===== src/rtl/elpis_print_receiver.sv =====
// elpis_print_receiver: host-side capture of Elpis print events.
// Rising edges of the print enable push the print value into a show-ahead
// FIFO drained through rd_valid/pop. Drops on a full FIFO set a sticky
// overflow flag and a saturating drop counter; irq is a registered level.
// Optional feature macro: ELPIS_PRINT_TIMESTAMP_EN stores a 32-bit capture
// cycle stamp with every entry (rd_timestamp is tied to 0 otherwise).
module elpis_print_receiver #(
    parameter int DATA_WIDTH    = 32,
    parameter int DEPTH         = 8,
    parameter int IRQ_THRESHOLD = 1
) (
    input  logic                       clk,
    input  logic                       reset,
    input  logic                       output_enabled_from_elpis,
    input  logic [DATA_WIDTH-1:0]      output_data_from_elpis,
    input  logic                       pop,
    input  logic                       clear_overflow,
    output logic                       rd_valid,
    output logic [DATA_WIDTH-1:0]      rd_data,
    output logic [31:0]                rd_timestamp,
    output logic [$clog2(DEPTH):0]     count,
    output logic                       overflow,
    output logic [7:0]                 drop_count,
    output logic                       irq
);

    localparam int PTR_W = $clog2(DEPTH);
    localparam int CNT_W = PTR_W + 1;

    function automatic logic [7:0] sat_inc8(input logic [7:0] v);
        return (v == 8'hFF) ? v : v + 8'd1;
    endfunction

    logic                  en_p1;
    logic [DATA_WIDTH-1:0] mem [DEPTH];
    logic [PTR_W-1:0]      wr_ptr, rd_ptr, wr_ptr_nxt, rd_ptr_nxt;
    logic [CNT_W-1:0]      count_q, count_nxt;
    logic                  ovf_q, ovf_nxt;
    logic [7:0]            drop_q, drop_nxt;
    logic                  irq_q, irq_nxt;
    logic [DATA_WIDTH-1:0] head_data_q, head_data_nxt;
    logic                  push, pop_ok, full, push_ok, drop;
    logic                  head_from_push, head_load;

    // Next-state decode for capture, drain, overflow and head selection
    always_comb begin
        push    = output_enabled_from_elpis && !en_p1;
        pop_ok  = pop && (count_q != '0);
        full    = (count_q == CNT_W'(DEPTH));
        push_ok = push && (!full || pop_ok);
        drop    = push && full && !pop_ok;

        wr_ptr_nxt = push_ok ? wr_ptr + PTR_W'(1) : wr_ptr;
        rd_ptr_nxt = pop_ok  ? rd_ptr + PTR_W'(1) : rd_ptr;

        count_nxt = count_q;
        case ({push_ok, pop_ok})
            2'b10:   count_nxt = count_q + CNT_W'(1);
            2'b01:   count_nxt = count_q - CNT_W'(1);
            default: count_nxt = count_q;
        endcase

        // A drop in the same cycle as a clear wins: counting restarts at 1
        ovf_nxt  = ovf_q;
        drop_nxt = drop_q;
        if (drop) begin
            ovf_nxt  = 1'b1;
            drop_nxt = clear_overflow ? 8'd1 : sat_inc8(drop_q);
        end else if (clear_overflow) begin
            ovf_nxt  = 1'b0;
            drop_nxt = 8'd0;
        end

        irq_nxt = (count_nxt >= CNT_W'(IRQ_THRESHOLD)) || ovf_nxt;

        // New head is the incoming word only when it lands in an otherwise empty FIFO
        head_from_push = push_ok && (count_nxt == CNT_W'(1));
        head_load      = (count_nxt != '0);
        head_data_nxt  = head_from_push ? output_data_from_elpis : mem[rd_ptr_nxt];
    end

    // Control state: pointers, occupancy, flags, enable history, head register
    always_ff @(posedge clk) begin
        if (!reset) begin
            en_p1       <= 1'b0;
            wr_ptr      <= '0;
            rd_ptr      <= '0;
            count_q     <= '0;
            ovf_q       <= 1'b0;
            drop_q      <= 8'd0;
            irq_q       <= 1'b0;
            head_data_q <= '0;
        end else begin
            en_p1   <= output_enabled_from_elpis;
            wr_ptr  <= wr_ptr_nxt;
            rd_ptr  <= rd_ptr_nxt;
            count_q <= count_nxt;
            ovf_q   <= ovf_nxt;
            drop_q  <= drop_nxt;
            irq_q   <= irq_nxt;
            if (head_load) begin
                head_data_q <= head_data_nxt;
            end
        end
    end

    // Entry storage: data path only, no reset
    always_ff @(posedge clk) begin
        if (reset && push_ok) begin
            mem[wr_ptr] <= output_data_from_elpis;
        end
    end

`ifdef ELPIS_PRINT_TIMESTAMP_EN
    logic [31:0] ts_ctr;
    logic [31:0] ts_mem [DEPTH];
    logic [31:0] head_ts_q, head_ts_nxt;

    // Head timestamp follows the same selection as head data
    always_comb begin
        head_ts_nxt = head_from_push ? ts_ctr : ts_mem[rd_ptr_nxt];
    end

    // Free-running capture-cycle counter and head timestamp register
    always_ff @(posedge clk) begin
        if (!reset) begin
            ts_ctr    <= 32'd0;
            head_ts_q <= 32'd0;
        end else begin
            ts_ctr <= ts_ctr + 32'd1;
            if (head_load) begin
                head_ts_q <= head_ts_nxt;
            end
        end
    end

    // Timestamp storage alongside each entry
    always_ff @(posedge clk) begin
        if (reset && push_ok) begin
            ts_mem[wr_ptr] <= ts_ctr;
        end
    end

    assign rd_timestamp = head_ts_q;
`else
    assign rd_timestamp = 32'd0;
`endif

    assign rd_valid   = (count_q != '0);
    assign rd_data    = head_data_q;
    assign count      = count_q;
    assign overflow   = ovf_q;
    assign drop_count = drop_q;
    assign irq        = irq_q;

endmodule


===== config.mk =====
export PLATFORM = sky130hd
export DESIGN_NAME = elpis_print_receiver
export DESIGN_NICKNAME = d
export VERILOG_FILES = /design/src/rtl/elpis_print_receiver.sv
export SDC_FILE = /design/constraint.sdc
export NUM_CORES = 1
export LEC_CHECK = 0
export ABC_AREA = 1
export CAP_MARGIN = 20
export CORE_MARGIN = 2
export CORE_UTILIZATION = 30
export CTS_BUF_LIST = sky130_fd_sc_hd__clkbuf_8
export CTS_CLUSTER_DIAMETER = 50
export DETAILED_ROUTE_END_ITERATION = 10
export PLACE_DENSITY_LB_ADDON = 0.15
export SYNTH_ARGS = -nofsm -noshare
export SYNTH_HDL_FRONTEND = slang
export SYNTH_SLANG_ARGS = --single-unit

===== constraint.sdc =====
create_clock -name clk -period 4.75 [get_ports clk]
set_input_delay 0.95 -clock clk [delete_from_list [all_inputs] [get_ports clk]]
set_output_delay 0.95 -clock clk [all_outputs]
set_load 0.02 [all_outputs]

* Word-level counts from Yosys, hierarchy flattened
Memories as Yosys holds them, arrays and structs flattened.
Cells that the tools add are included.
** Word-level totals
- Output and inout bits :: 79
- RAM bits :: 256
- Memories :: 1
- Register bits after elaboration :: 53
- Word-level logic and storage cells :: 48
** Memory list
- mem :: words 8, width 32, read ports 1, clocked after Yosys merged registers in 0, wr ports 1, RTL line 35 : logic [DATA_WIDTH-1:0] mem [DEPTH];
** Cells by class
- Add/sub/neg operators :: 5
- Reduce and logical (&&, ||, !) cells :: 16
- Mux-type cells :: 11
- Equality and inequality tests :: 6
- $lt $le $gt $ge :: 1
** Operators by type and width (number)
- $mux 32 :: 1
- $mux 8 :: 4
- $add 8x1->8 const B :: 1
- $eq 8x8->1 const B :: 1
- $pmux 4 s2 :: 1
- $reduce_bool 4->1 :: 2
- $logic_and 1x1->1 :: 7
- $add 3x1->3 const B :: 2
- $add 4x1->4 const B :: 1
- $eq 4x1->1 const B :: 1
- $eq 4x4->1 const B :: 1
- $ge 4x1->1 const B :: 1
- $mux 1 :: 4
- $sub 4x1->4 const B :: 1
- $logic_not 1->1 :: 3
- $mux 3 :: 1
- $eq 2x1->1 const B :: 1
- $eq 2x2->1 const B :: 1
- $logic_or 1x1->1 :: 2
- $ne 2x2->1 const B :: 1
- $reduce_and 2->1 :: 1
- $reduce_bool 2->1 :: 1

* Longest topological paths before layout
Gate-level depths: netlist (run 1).
- Depth in word-level cells :: 9
- Mapped depth :: 21

* Least setup slack after synthesis (run 1)
No wires, ideal clock.
- Kind :: in2reg
- Start :: in pop
- End :: mem mem[0][0] (enable)
- Library setup time :: 461 ps
- Required time :: 4289 ps
- Path slack :: 487 ps
- Buffers on the path :: 1
- Stages :: 7
- Data arrival time :: 3802 ps
- Cells stage by stage :: buf_6 -> nor2_1 -> nand3_2 -> nand2_4 -> nor2_1 -> inv_1 -> nor3_1
** Between the ends
- Longest elaborated chain between the ends :: 6
** Ends and longest elaborated chain
- from (decl) :: RTL line 16 : input logic pop,
- $logic_and 1x1->1 :: RTL line 48 : pop_ok = pop && (count_q != '0);
- $logic_or 1x1->1 :: RTL line 50 : push_ok = push && (!full || pop_ok);
- $logic_and 1x1->1 :: RTL line 50
- $logic_and 1x1->1 :: RTL line 109 : if (reset && push_ok) begin
- $mux 1 :: RTL line 109
- $mux 1 (not written as such) :: RTL line 110 : mem[wr_ptr] <= output_data_from_elpis;
- to (decl) :: RTL line 35
No other way between the ends.

* Worst setup path in the final report (run 1)
- Start :: in pop
- End :: reg head_data_q[31] (netlist: rd_data[31])
** Between the ends
- Longest elaborated chain between the ends :: 8
** Ends and longest elaborated chain
- $logic_and 1x1->1 * :: RTL line 48
- $logic_or 1x1->1 :: RTL line 50
- $logic_and 1x1->1 :: RTL line 50
- $eq 2x1->1 / $eq 2x2->1 (equally long branches) :: RTL line 57 : case ({push_ok, pop_ok})
- $pmux 4 s2 :: RTL line 57
- $eq 4x1->1 :: RTL line 77 : head_from_push = push_ok && (count_nxt == CNT_W'(1));
- $logic_and 1x1->1 :: RTL line 77
- $mux 32 :: RTL line 79 : head_data_nxt = head_from_push ? output_data_from_elpis : mem[rd_ptr_nxt];
- to (signal assigned) :: RTL line 102 : head_data_q <= head_data_nxt;
- to (decl) :: RTL line 41 : logic [DATA_WIDTH-1:0] head_data_q, head_data_nxt;
Mark *: on every way between the ends. The rest lies on a longest branch, timed or not.
A chain may end at the register's enable or synchronous reset.

==> impl_metrics.ini, run 1 <==
[outcome]
outcome = finished clean

[synth]
syn_area_per_cell_sq_um = 9.65
yosysSeqAreaShare_pct = 61.3
yosys.cell_types.count = 36
synth_ff_type = edfxtp_1
syn_inst = 1478
async_flop_share_pct = 0
synth-seq-cells = 309
yosysWarnings = 0
synth-edff-count = 256
syn_area_sq_um = 14300

[worst_setup_path]
max_stage_delay_ns = 0.83
critPathLaunchType = primary input
path_class = primary input to flop
reg2reg_slack_ns = 1.94
cp_top_family = buffers and inverters
cp_common_cell = nand2_1
path_cells = clkdlybuf4s50_1, nand4_1, nand2_1, inv_1, ha_1, inv_1, nand2_2, nand2_1, nand2_2, nor2_8, buf_4, nand3_1, nand2_1, nand2_1, nand2_1
critPathArrivalTime_ns = 3.92
critPathSlowestCell = clkdlybuf4s50_1
cp-end-kind = flop
required_ns = 5.31
worst-path-max-fanout = 32
path_buf_inv = 4

[drt]
dr.pass1.iters = 7
vias = 9734
route.detailed.drc = 0
vias_per_cell = 4.39
drt-initial-drc-count = 539
wl_per_cell_um = 16.6
ant_nets = 0
wl_um = 36900

[place]
dp_hpwl_um = 19600
io_buffer_count = 83
dp_cells = 2115
gp_congestion = 0.771

[die]
std_cell_rows = 79
dieArea_sq_um = 49300
die_width_um = 222
initial_core_util_pct = 30.5
pin_count = 116
die_y_um = 222
core_region_area_sq_um = 46800

[clocking]
clk_path_buf_depth = 3
hold_buffers = 0
cts_tree = done
post_cts_buffers = 0
cts_resized = 0
clkLatencyLatePin_ns = 0.63
cts_made_buffers = 56
root_buffer = clkbuf_8
htreeDepth = 2
clock_sinks = 309
path_clk_slew_ns = 0.05

[sta]
final.period_utilization_pct = 70.9
fin_skew_ns = 0.0188
setup_viol = 0
slew_viol_final = 0
rsz0062_at_grt = no
max_freq_mhz = 297
finalHoldViolations = 0
holdWs_ns = 0.502
fin_crit_ns = 3.37
worst_slew_pin_slew_ns = 0.903
relSlewSlack_pct = 39.8
tns_ns = 0

[power_and_ir_drop]
power_density_nw_per_um2 = 512
irDropWorstVdd_uv = 308
leakage_nw = 7.01

[finish]
finish.net_count = 1607
fin_cells = 2218
final_cell_mix = 646 x nand2_1, 256 x edfxtp_1, 154 x inv_1
drive_above_1_share_pct = 11.4
finish.utilization_pct = 35.6
areaGrowthSynthToFinish_pct = 16.8
diodes = 0
layout_commonest_cell = nand2_1
fillers = 4754

[global_route]
gr-usage-all-layers_pct = 15.1
antenna_found_initial = 2
grt_max_degree = 129
grt_pass1_vias = 9649
grt_first_pass_wirelength_um = 57100
grt_overflow_total = 0

[flow_run]
drv_cap = 0

[min_path]
hold_class = flop to flop
## cell usage after synthesis (6+ instances only)
library cell | number | area (sq um)
nand2_1 | 648 | 2430
edfxtp_1 | 256 | 7690
inv_1 | 131 | 492
nand3_2 | 59 | 591
dfxtp_1 | 53 | 1060
nand3_1 | 52 | 260
nor2_1 | 51 | 191
buf_2 | 45 | 225
buf_4 | 39 | 293
o21ai_0 | 34 | 170
o21ai_1 | 33 | 165
clkbuf_1 | 9 | 33.8
nand4_1 | 7 | 43.8
nor3_1 | 7 | 35.0
a21oi_1 | 6 | 30.0
buf_12 | 6 | 120
## where the power goes
group          total (mW)  switching (mW)  internal (mW)  leakage, nW
Clock                2.47            1.11           1.35        0.650
Sequential           3.26           0.149           3.11         2.75
Combinational        2.81            1.86          0.956         3.62
Total                8.54            3.12           5.42         7.01
## worst reg2reg max path, cell delays in order, from the launching register on
cell     delay (ns)
dfxtp_1        0.47
nor2_4         0.08
nand2_4        0.16
nand4_1        0.18
nand2_1        0.13
inv_1          0.05
ha_1           0.26
inv_1          0.06
nand2_2        0.07
nand2_1        0.10
nand2_2        0.09
nor2_8         0.10
buf_4          0.55
nand3_1        0.17
nand2_1        0.16
nand2_1        0.06
nand2_1        0.05
## sequential cells by signal (all words and copies together) (netlist names)
register    cells
count           4
drop_count      8
en_p1           1
irq             1
mem           256
overflow        1
rd_data        32
rd_ptr          3
wr_ptr          3
## cell type report
type	instances	area, sq um	area share (%)
flip-flops and latches	309	8750	52.5
well taps	607	759	4.56
repair buffers	104	1070	6.43
clock buffers	62	853	5.12
inverters	133	500	3.00
multi-input cells	962	4490	27.0
clock inverters	41	239	1.43
## path summary, 6_finish.rpt
kind	from	endpoint	depth (start not counted)
setup / recovery	pop	rd_data[31]$_SDFFE_PN0P_	15
hold / removal	drop_count[2]$_SDFFE_PN0P_	drop_count[2]$_SDFFE_PN0P_	2
setup reg to reg	count[0]$_SDFF_PN0_	rd_data[31]$_SDFFE_PN0P_	16
hold reg to reg	drop_count[2]$_SDFFE_PN0P_	drop_count[2]$_SDFFE_PN0P_	2
## stage by stage
step	total power [mW]	area (sq um)	setup slack [ns]
2_1_floorplan	5.37	14400	0.487
3_3_place_gp	6.17	15600	0.820
3_5_place_dp	6.19	15600	0.771
4_1_cts	8.70	16700	1.45
5_1_grt	9.14	16700	1.19
6_report	8.54	16700	1.38
## kinds of logic (layout without fill, tap and decap cells)
group	after synthesis	count (layout)	share of synthesized area, %
buf+inv	238	340	8.66
xor+xnor	2	2	0.175
other cells	1	32	0.0263
compound gates	84	84	3.23
fa+ha+maj	4	4	0.351
simple gates	840	840	26.2
flops	309	309	61.3
## metal layers
| metal | share of wire (%) | global-route usage (%) | up-vias |
|---|---|---|---|
| met1 | 45 | 19.0 | 4586 |
| li1 | - | - | 4896 |
| met2 | 49 | 26.2 | 184 |
| met5 | 0.071 | 0 | - |
| met3 | 4.3 | 2.78 | 64 |
| met4 | 2.0 | 4.75 | 4 |
(Power assumes the default switching activity.)
==> inputs of run 2 (changes only) <==
==> constraint.sdc (replaced) <==
create_clock -name clk -period 3.1 [get_ports clk]
set_input_delay 0.62 -clock clk [delete_from_list [all_inputs] [get_ports clk]]
set_output_delay 0.62 -clock clk [all_outputs]
set_load 0.02 [all_outputs]
==> run 2 against run 1 <==
Net effect: die area stayed put; sequential share of layout area is 1.1 points lower; largest power group unchanged; worst setup slack got worse by 0.91 ns; combinational power up 67%; first-iteration DRC count shrank 5.4%; final cell count rose by 1.2%.
==> impl_metrics.ini, run 2 (same netlist as run 1, synthesis figures left out) <==
[drt]
wl_um = 37200
wl_per_cell_um = 16.6
route.detailed.drc = 0
vias = 9931
dr.pass1.iters = 4
ant_nets = 0
vias_per_cell = 4.42
drt-initial-drc-count = 510

[die]
pin_count = 116
die_width_um = 222
std_cell_rows = 79
core_region_area_sq_um = 46800
initial_core_util_pct = 30.5
dieArea_sq_um = 49300
die_y_um = 222

[sta]
slew_viol_final = 0
setup_viol = 0
fin_skew_ns = 0.0296
max_freq_mhz = 381
fin_crit_ns = 2.62
rsz0062_at_grt = no
final.period_utilization_pct = 84.6
relSlewSlack_pct = 62.8
holdWs_ns = 0.487
finalHoldViolations = 0
worst_slew_pin_slew_ns = 0.557

[finish]
fin_cells = 2245
drive_above_1_share_pct = 12.6
top_register = mem
final_cell_mix = 646 x nand2_1, 256 x edfxtp_1, 157 x inv_1
largest_reg_flops = 256
design_area_sq_um = 17000
finish.utilization_pct = 36.4
finish.net_count = 1631
layout_commonest_cell = nand2_1
areaGrowthSynthToFinish_pct = 19.4

[power_and_ir_drop]
power_density_nw_per_um2 = 774
irDropWorstVdd_uv = 361
pwr-share-comb_pct = 35.6
power_frac_seq_pct = 37.3
p_clk_share_pct = 27.1
p_int_mw = 8.36
leakage_nw = 7.19
p_sw_mw = 4.83
switching_share_pct = 36.6

[clocking]
cts_made_buffers = 55
clock_sinks = 309
path_clk_slew_ns = 0.06
clkLatencyLatePin_ns = 0.64
htreeDepth = 2
cts_tree = done
post_cts_buffers = 0
hold_buffers = 0
cts_resized = 0
clk_path_buf_depth = 3
root_buffer = clkbuf_8

[worst_setup_path]
cp-endpoint = rd_valid
path_cells = nor2_4, nand2_4, clkdlybuf4s50_1
r2r-end = rd_data[29]$_SDFFE_PN0P_
worst-path-max-fanout = 10
required_ns = 2.48
path_class = flop to output port
reg2reg_from = count[0]$_SDFF_PN0_
critPathSlowestCell = clkdlybuf4s50_1
cp-end-kind = output port
max_stage_delay_ns = 0.63
ff2ff_path_depth = 18
crit_start = count[0]$_SDFF_PN0_
critPathArrivalTime_ns = 2.00
reg2reg_slack_ns = 0.63
critPathLaunchType = flop

[min_path]
hold_class = primary input to flop
min-delay-start = reset

[flow_run]
drv_cap = 0

[place]
gp_congestion = 0.801
dp_hpwl_um = 20800
dp_cells = 2140
io_buffer_count = 83
placed_cell_area_sq_um = 16000

[global_route]
grt_pass1_vias = 9708
grt_first_pass_wirelength_um = 58000
antenna_found_initial = 1
gr-usage-all-layers_pct = 15.3
grt_max_degree = 59
grt_overflow_total = 0

[outcome]
outcome = finished clean
## run 2: cell types whose count changed in the layout (fill, tap and decap cells not counted), moves of 2 or more
cell / previous run / this run
clkbuf_8: 62 / 57
buf_4: 14 / 19
clkinv_2: 6 / 8
buf_12: 7 / 27
inv_1: 154 / 157
## run 2: worst min-delay path by stage
stage | depth (start not counted) | slack [ns] | end
CTS | 4 | 0.44 | overflow$_SDFF_PN0_
finish | 4 | 0.49 | overflow$_SDFF_PN0_
global route | 4 | 0.47 | rd_ptr[2]$_SDFF_PN0_
detailed placement | 2 | 0.48 | rd_data[31]$_SDFFE_PN0P_
global placement | 2 | 0.48 | rd_data[31]$_SDFFE_PN0P_
floorplan | 2 | 0.49 | wr_ptr[1]$_SDFFE_PN0P_
## run 2: critical path: cells and delay by family (launching register included)
kind | cells | cell delay (ns)
DFF | 1 | 0.51
and+or+nand+nor | 2 | 0.24
buffers and inverters | 1 | 0.63
## run 2: final cells by class
class                           instances  area, sq um
Fill cell                            4739        29700
Sequential cell                       309         8750
Multi-Input combinational cell        962         4480
Timing Repair Buffer                  129         1510
Clock buffer                           57          785
Tap cell                              607          759
Inverter                              133          499
Clock inverter                         47          246
Antenna cell                            1         2.50
## run 2: through the flow
stage / power, mW / TNS [ns] / setup slack, ns
3_5_place_dp: 9.77 / 0 / 0.0839
4_1_cts: 13.4 / 0 / 0.433
3_3_place_gp: 9.76 / 0 / 0.120
6_report: 13.2 / 0 / 0.477
5_1_grt: 14.2 / 0 / 0.366
2_1_floorplan: 8.23 / -106.59 / -0.833
## run 2: layer usage
metal | track usage [%] | vias up | wire (um)
li1 | - | 4941 | -
met1 | 19.9 | 4726 | 17200
met2 | 25.6 | 207 | 17600
met3 | 3.19 | 57 | 1620
met4 | 4.53 | 0 | 746
met5 | 0 | - | 0
## run 2: power groups by stage
stage / clock network (mW) / logic (mW) / registers (mW)
2_1_floorplan: 0 / 2.99 / 5.24
3_3_place_gp: 0 / 4.75 / 5.02
3_5_place_dp: 0 / 4.75 / 5.02
4_1_cts: 3.72 / 4.78 / 4.93
5_1_grt: 3.91 / 5.30 / 4.95
6_report: 3.57 / 4.69 / 4.92
